<file path="config.mk">
export PLATFORM = sky130hd
export DESIGN_NAME = logic_unit_arbiter
export DESIGN_NICKNAME = d
export VERILOG_FILES = /design/src/rtl/logic_unit_pkg.sv /design/src/rtl/logic_op_core.sv /design/src/rtl/logic_unit_arbiter.sv
export SDC_FILE = /design/constraint.sdc
export NUM_CORES = 1
export LEC_CHECK = 0
export CAP_MARGIN = 0
export CORE_MARGIN = 10
export CORE_UTILIZATION = 42
export CTS_CLUSTER_SIZE = 10
export DETAILED_ROUTE_END_ITERATION = 12
export GPL_TIMING_DRIVEN = 0
export PLACE_DENSITY = 0.79
export SLEW_MARGIN = 0
export SYNTH_ARGS = -nofsm -noshare
export SYNTH_HDL_FRONTEND = slang
export SYNTH_SLANG_ARGS = --single-unit
export TNS_END_PERCENT = 10
</file>
<file path="constraint.sdc">
create_clock -name clk -period 2.5 [get_ports clk]
set_input_delay 0.25 -clock clk [delete_from_list [all_inputs] [get_ports clk]]
set_output_delay 0.25 -clock clk [all_outputs]
set_load 0.005 [all_outputs]
</file>
<file path="src/rtl/logic_unit_pkg.sv">
// Shared opcode constants and response-buffer state encoding for the logical-operation unit.
package logic_unit_pkg;

   localparam int OP_W = 4;

   localparam logic [OP_W-1:0] OP_OR  = 4'h8;
   localparam logic [OP_W-1:0] OP_XOR = 4'h9;
   localparam logic [OP_W-1:0] OP_NOR = 4'hA;
   localparam logic [OP_W-1:0] OP_AND = 4'hB;
   localparam logic [OP_W-1:0] OP_NOT = 4'hC;

   typedef enum logic {
      ST_EMPTY = 1'b0,
      ST_FULL  = 1'b1
   } buf_state_e;

endpackage

</file>
<file path="src/rtl/logic_op_core.sv">
// Combinational logical-op evaluator: opcode + two operands -> result and illegal-opcode flag.
// Zero latency, no flow control; unknown opcodes produce a zero result with err set.
module logic_op_core
   import logic_unit_pkg::*;
#(
   parameter int DATA_W = 32
) (
   input  logic [OP_W-1:0]   op_i,
   input  logic [DATA_W-1:0] src1_i,
   input  logic [DATA_W-1:0] src2_i,
   output logic [DATA_W-1:0] result_o,
   output logic              err_o
);

   always_comb begin
      result_o = '0;
      err_o    = 1'b0;
      case (op_i)
         OP_OR:   result_o = src1_i | src2_i;
         OP_XOR:  result_o = src1_i ^ src2_i;
         OP_NOR:  result_o = ~(src1_i | src2_i);
         OP_AND:  result_o = src1_i & src2_i;
         OP_NOT:  result_o = ~src1_i;
         default: err_o    = 1'b1;
      endcase
   end

endmodule

</file>
<file path="src/rtl/logic_unit_arbiter.sv">
// Two-requester round-robin front end to one logical-op core with a one-entry response buffer.
// Result one cycle after accept; full throughput when resp_ready is high, req_ready drops while full and stalled.
module logic_unit_arbiter
   import logic_unit_pkg::*;
#(
   parameter int DATA_W = 32,
   parameter int TAG_W  = 4,
   parameter int CNT_W  = 16
) (
   input  logic              clk,
   input  logic              rst,
   input  logic              flush,
   input  logic [1:0]        req_valid,
   output logic [1:0]        req_ready,
   input  logic [DATA_W-1:0] req0_src1,
   input  logic [DATA_W-1:0] req0_src2,
   input  logic [OP_W-1:0]   req0_op,
   input  logic [TAG_W-1:0]  req0_tag,
   input  logic [DATA_W-1:0] req1_src1,
   input  logic [DATA_W-1:0] req1_src2,
   input  logic [OP_W-1:0]   req1_op,
   input  logic [TAG_W-1:0]  req1_tag,
   output logic              resp_valid,
   input  logic              resp_ready,
   output logic [DATA_W-1:0] resp_data,
   output logic              resp_id,
   output logic [TAG_W-1:0]  resp_tag,
   output logic              resp_err,
   output logic [CNT_W-1:0]  grant_cnt0,
   output logic [CNT_W-1:0]  grant_cnt1
);

   localparam logic [CNT_W-1:0] CNT_ONE = {{(CNT_W-1){1'b0}}, 1'b1};

   buf_state_e        state_q, state_d;
   logic              rr_ptr_q, rr_ptr_d;
   logic [DATA_W-1:0] data_q, data_d;
   logic              id_q, id_d;
   logic [TAG_W-1:0]  tag_q, tag_d;
   logic              err_q, err_d;
   logic [CNT_W-1:0]  cnt0_q, cnt0_d, cnt1_q, cnt1_d;

   logic              can_accept, xfer, gsel, core_err;
   logic [DATA_W-1:0] sel_src1, sel_src2, core_res;
   logic [OP_W-1:0]   sel_op;
   logic [TAG_W-1:0]  sel_tag;

   assign resp_valid = (state_q == ST_FULL);
   assign can_accept = !flush && (!resp_valid || resp_ready);

   // Each ready looks only at the other requester's valid, so no requester sees its own valid fed back.
   assign req_ready[0] = can_accept && (!rr_ptr_q || !req_valid[1]);
   assign req_ready[1] = can_accept && ( rr_ptr_q || !req_valid[0]);

   assign gsel = req_valid[1] && req_ready[1];
   assign xfer = |(req_valid & req_ready);

   assign sel_src1 = gsel ? req1_src1 : req0_src1;
   assign sel_src2 = gsel ? req1_src2 : req0_src2;
   assign sel_op   = gsel ? req1_op   : req0_op;
   assign sel_tag  = gsel ? req1_tag  : req0_tag;

   logic_op_core #(.DATA_W(DATA_W)) u_core (
      .op_i     (sel_op),
      .src1_i   (sel_src1),
      .src2_i   (sel_src2),
      .result_o (core_res),
      .err_o    (core_err)
   );

   always_comb begin
      state_d  = state_q;
      rr_ptr_d = rr_ptr_q;
      data_d   = data_q;
      id_d     = id_q;
      tag_d    = tag_q;
      err_d    = err_q;
      cnt0_d   = cnt0_q;
      cnt1_d   = cnt1_q;
      if (flush) begin
         state_d = ST_EMPTY;
      end else if (xfer) begin
         state_d  = ST_FULL;
         data_d   = core_res;
         id_d     = gsel;
         tag_d    = sel_tag;
         err_d    = core_err;
         rr_ptr_d = ~gsel;
         if (!gsel && cnt0_q != '1) cnt0_d = cnt0_q + CNT_ONE;
         if ( gsel && cnt1_q != '1) cnt1_d = cnt1_q + CNT_ONE;
      end else if (resp_valid && resp_ready) begin
         state_d = ST_EMPTY;
      end
   end

   always_ff @(posedge clk or posedge rst) begin
      if (rst) begin
         state_q  <= ST_EMPTY;
         rr_ptr_q <= 1'b0;
         data_q   <= '0;
         id_q     <= 1'b0;
         tag_q    <= '0;
         err_q    <= 1'b0;
         cnt0_q   <= '0;
         cnt1_q   <= '0;
      end else begin
         state_q  <= state_d;
         rr_ptr_q <= rr_ptr_d;
         data_q   <= data_d;
         id_q     <= id_d;
         tag_q    <= tag_d;
         err_q    <= err_d;
         cnt0_q   <= cnt0_d;
         cnt1_q   <= cnt1_d;
      end
   end

   assign resp_data  = data_q;
   assign resp_id    = id_q;
   assign resp_tag   = tag_q;
   assign resp_err   = err_q;
   assign grant_cnt0 = cnt0_q;
   assign grant_cnt1 = cnt1_q;

endmodule

</file>
Yosys cells after proc, flatten, opt, wreduce, memory -nomap -nowiden
Cells that the tools add are included.

Add/sub/neg operators: 2. Equal/unequal tests: 7. Multiplexer cells: 9. Bitwise logic cells: 8. Reductions and logical operators: 22.

Operators by type and width (number): 32-bit one-hot mux with 5 select lines (1); 32-bit 2-to-1 mux (2); 32-bit NOT (2); 16-bit by 1-bit adder with 16-bit output, second input constant (2); 32-bit bitwise AND (1); 16-bit inequality test, second input constant (2); 32-bit OR (1); 32-bit bitwise XOR (1); 4-bit == test, second input constant (5); 4-bit 2-to-1 mux (2); 1-bit logical AND (7); 1-bit logical NOT (6); 3-bit AND reduction (2); 5-bit OR reduction (1); 1-bit 2-to-1 mux (4); 1-bit logical OR (3); 3-bit nonzero test (1); 2-bit bitwise AND (1); 1-bit NOT (2); 2-bit AND reduction (1); 2-bit OR reduction (1).

Bits in registers: 72. Input port bits: 150. Output and inout port bits: 73. Logic and storage cells: 56.

Logic depth before layout (Yosys ltp)
Depth after elaboration: 9. Mapped depth: 13. Mapped depth without buffers: 9.

Cells and area by module
Synthesis repeated with hierarchy kept, for this count alone.

Cell total of the unflattened synthesis: 812. Area, all modules: 6287.3 um2.

Modules (own cells, without submodules): logic_unit_arbiter (instances 1, cells an instance 522, area each 3851.2 um2); logic_op_core (instances 1, cells an instance 290, area each 2436.1 um2).

Worst setup path after synthesis
OpenSTA, ideal clock, no wires.

Path type: flip-flop to flip-flop. From: register rr_ptr_q. To: register data_q[2] (netlist: resp_data[2]). Arrival: 2.415 ns. Path slack: -0.005 ns. Cell stages (with the launch flop): 14. Path buffers: 4. Clock period less this slack: 2.505 ns. Path through: dfrtp_1 > nand2b_4 > and4_1 > buf_6 > buf_6 > buf_2 > buf_4 > mux2i_1 > ha_1 > and3b_1 > a21oi_1 > nor4b_1 > nor3_1 > o221ai_1.

Word-level cells in the longest chain between the ends: 7. Elaborated cells on any way between the ends: 23. Those cells by class: eq/ne (5); mux (4); bitwise (6); reduce/logical (8).

Ends and longest elaborated chain: from (decl) (RTL line logic_unit_arbiter.sv:36) `logic rr_ptr_q, rr_ptr_d;`; from (signal assigned) (RTL line logic_unit_arbiter.sv:108) `rr_ptr_q <= rr_ptr_d;`; parallel branches: the longest is 7 deep, another holds 32-bit one-hot mux with 5 select lines; to (signal assigned) (RTL line logic_unit_arbiter.sv:109) `data_q <= data_d;`; to (decl) (RTL line logic_unit_arbiter.sv:37) `logic [DATA_W-1:0] data_q, data_d;`.

Several ways; the timed one is not identified. A chain may end at the register's enable or synchronous reset.

Worst setup path after layout
From: input port resp_ready. To: register data_q[2] (netlist: resp_data[2]).

Word-level cells in the longest chain between the ends: 8. Elaborated cells on any way between the ends: 22. Those cells by class: eq/ne (5); mux (4); bitwise (6); reduce/logical (7).

Ends and longest elaborated chain: from (decl) (RTL line logic_unit_arbiter.sv:24) `input logic resp_ready,`; 1-bit logical OR * (RTL line logic_unit_arbiter.sv:49) `assign can_accept = !flush && (!resp_valid || resp_ready);`; 1-bit logical AND * (RTL line logic_unit_arbiter.sv:49); parallel branches: the longest is 6 deep, another holds 32-bit one-hot mux with 5 select lines.

Mark *: on every way between the ends.

==> results.ini <==
[outcome]
status=finished clean

[power_and_ir_drop]
power.net_switching_mw=1.36
pwr-share-comb_pct=34.6
p_clk_share_pct=32.3
ir_worst_vdd_uv=339
pwr_density_cell_nw_per_um2=476
internal_power_mw=3.00
power.leakage_nw=3.73
power_mw=4.36
netSwitchingFraction_pct=31.1
share_seq_of_total_power_pct=33.1

[setup_path]
crit_buf_inv=4
slowest_stage=clkdlybuf4s50_1
critPathMaxFanout=10
cpMostUsedCell=buf_12
cp_data_required_time_ns=2.68
reg2regPathDepth=12
reg2reg_to=resp_data[2]
cp.arrival_ns=2.62
start_kind=input port
ff2ff_setup_slack_ns=0.09
r2r_start=rr_ptr_q
endpoint_kind=register
critPathTopFamily=buffers and inverters
path_cells=clkdlybuf4s50_1, nand2b_4, and4_1, buf_6, buf_12, buf_12, mux2i_2, ha_1, and3b_1, a21oi_1, nor4b_2, nor3_1, o221ai_1
max_stage_delay_ns=0.50
critPathKind=input port to register

[flow_run]
drv_cap=0

[clock_tree]
root_buffer=clkbuf_16
clockBufferDepth=2
clock_latency_ns=0.34
htree_levels=3
cts_buffers=9
clock_sinks=72
clk_pin_slew_ns=0.06
cts_tree=yes

[floorplan]
die_area_um2=20000
die_w_um=141
ioPinCount=223
initial_core_util_pct=42.8
die_h_um=141
coreArea_um2=14500
placementRows=44

[synthesis]
synth_ff_type=dfrtp_1
yosys.area.top_type=dfrtp_1
syn_inst=721
synth_seq_cells=72
syn_area_um2=6190
syn_area_per_cell_um2=8.59
synth_edf_count=0
syn_nets=905
synth_cell_types=50
yosys_warnings=0
synth.most_common_cell=nand2_1
ys_async_sr_fraction_pct=100
synth_top_area_share_pct=29.1
yosysSeqAreaShare_pct=29.1
synth_area_leaders=dfrtp_1, mux2i_1, ha_1
synth_top_cells_by_count=nand2_1, dfrtp_1, mux2i_1

[sta]
slew_violations=0
fmax_mhz=410
rsz0062_at_grt=true
relSlewSlack_pct=56.3
fin_skew_ns=0.00746
setup_viol=0
worst_slew_pin_slew_ns=0.656
whs_ns=0.185
period_needed_ns=2.44
min_period_over_period_pct=97.4
hold_violations=0

[global_routing]
grt_pass1_vias=6803
gr-total-overflow=0
grt_pass1_wl_um=37800
grtUsageTotal_pct=23.2
grt_max_degree=61
antenna_found_initial=1

[placement]
gp_congestion=0.923
hpwlAfterDp_um=18500
port_buffers=222
dp_cells=1128

[drt]
drt-pass1-iter-count=6
drc=0
vias=7022
wirelength_um=24600
routedWlPerCell_um=21.3
via_per_inst=6.08
ant_nets=0
drt-initial-drc-count=556

[final_layout]
fin_nets=1148
seq_area_um2=1800
multi_input_area_um2=4070
syn_to_final_growth_pct=47.9
drive_gt1_share_pct=8.88
n_fill_cell=1221
layout.cells.non_filler=1155

[hold_path]
min_path_type=input port to async pin

==> flip-flops by register name, summed over array words and instances, names as in the netlist <==
signal	cells
resp_valid	1
resp_tag	4
grant_cnt1	16
rr_ptr_q	1
resp_err	1
grant_cnt0	16
resp_id	1
resp_data	32
==> metrics by stage <==
step	area, um2	setup slack (ns)	TNS [ns]	utilization, %
2_1_floorplan	6190	0.0000520	0	-
3_3_place_gp	8650	-0.923	-83.84	59.7
3_5_place_dp	8680	-0.803	-17.94	59.9
4_1_cts	9080	0.0157	0	62.7
5_1_grt	9150	-0.0356	-0.0625	63.2
6_report	9160	0.0639	0	63.2
==> timing repair <==
action	4_1_cts	5_1_grt
pin swaps	6	1
resized for setup	18	11
setup buffers	6	5
endpoints found under the setup margin	31	11
hold buffers	0	0
==> layer usage <==
layer	track usage (%)	part of all wire [%]	vias up
met4	6.13	2.2	0
met2	38.4	47	352
met1	29.4	41	3413
li1	-	-	3214
met5	0	0	-
met3	5.97	9.8	43
==> power by group through the flow <==
stage	registers [mW]	clock network, mW	logic, mW
3_3_place_gp	1.46	0	1.43
2_1_floorplan	1.46	0	0.654
3_5_place_dp	1.46	0	1.46
6_report	1.44	1.41	1.51
5_1_grt	1.47	1.49	1.63
4_1_cts	1.44	1.43	1.49
==> how the worst max path moves through the flow <==
| stage | from | endpoint | depth (start not counted) |
|---|---|---|---|
| floorplan | rr_ptr_q | resp_data[2] | 12 |
| global placement | rst | resp_data[13] | 2 |
| detailed placement | req_valid[0] | resp_data[2] | 13 |
| CTS | rr_ptr_q | resp_data[2] | 12 |
| global route | rr_ptr_q | resp_data[2] | 12 |
| finish | resp_ready | resp_data[2] | 13 |
==> cell families after synthesis <==
| logic type | after synthesis | share of synthesized area (%) |
|---|---|---|
| simple gates | 264 | 21.9 |
| fa+ha+maj | 34 | 6.87 |
| compound gates | 186 | 21.6 |
| mux | 67 | 10.9 |
| flops | 72 | 29.1 |
| buf+inv | 68 | 5.42 |
| xor+xnor | 30 | 4.24 |
==> cells in the final DEF, fill, tap and decap left out, types with 23 or more instances in the layout <==
cell type,count
nor3_1,29
clkbuf_1,23
nand2_1,81
nand3_1,54
mux2i_1,63
ha_1,34
or3_1,42
clkdlybuf4s50_1,219
a21oi_1,27
a22oi_1,30
o21ai_0,41
dfrtp_1,71
==> layout make-up <==
type	instances	area share (%)
timing repair buffer	234	25.4
multi-input combinational	581	44.4
sequential	72	19.7
clock buffer	10	2.50
buffer	53	3.80
inverter	13	0.560
antenna	2	0.0547
clock inverter	6	1.01
tap	184	2.51
==> worst register-to-register path, stage by stage (launching register included) <==
cell,delay (ns)
dfrtp_1,0.38
nand2b_4,0.15
and4_1,0.19
buf_6,0.13
buf_12,0.14
buf_12,0.12
mux2i_2,0.13
ha_1,0.30
and3b_1,0.16
a21oi_1,0.05
nor4b_2,0.28
nor3_1,0.08
o221ai_1,0.20
No activity file was read; power rests on OpenSTA's default activity.
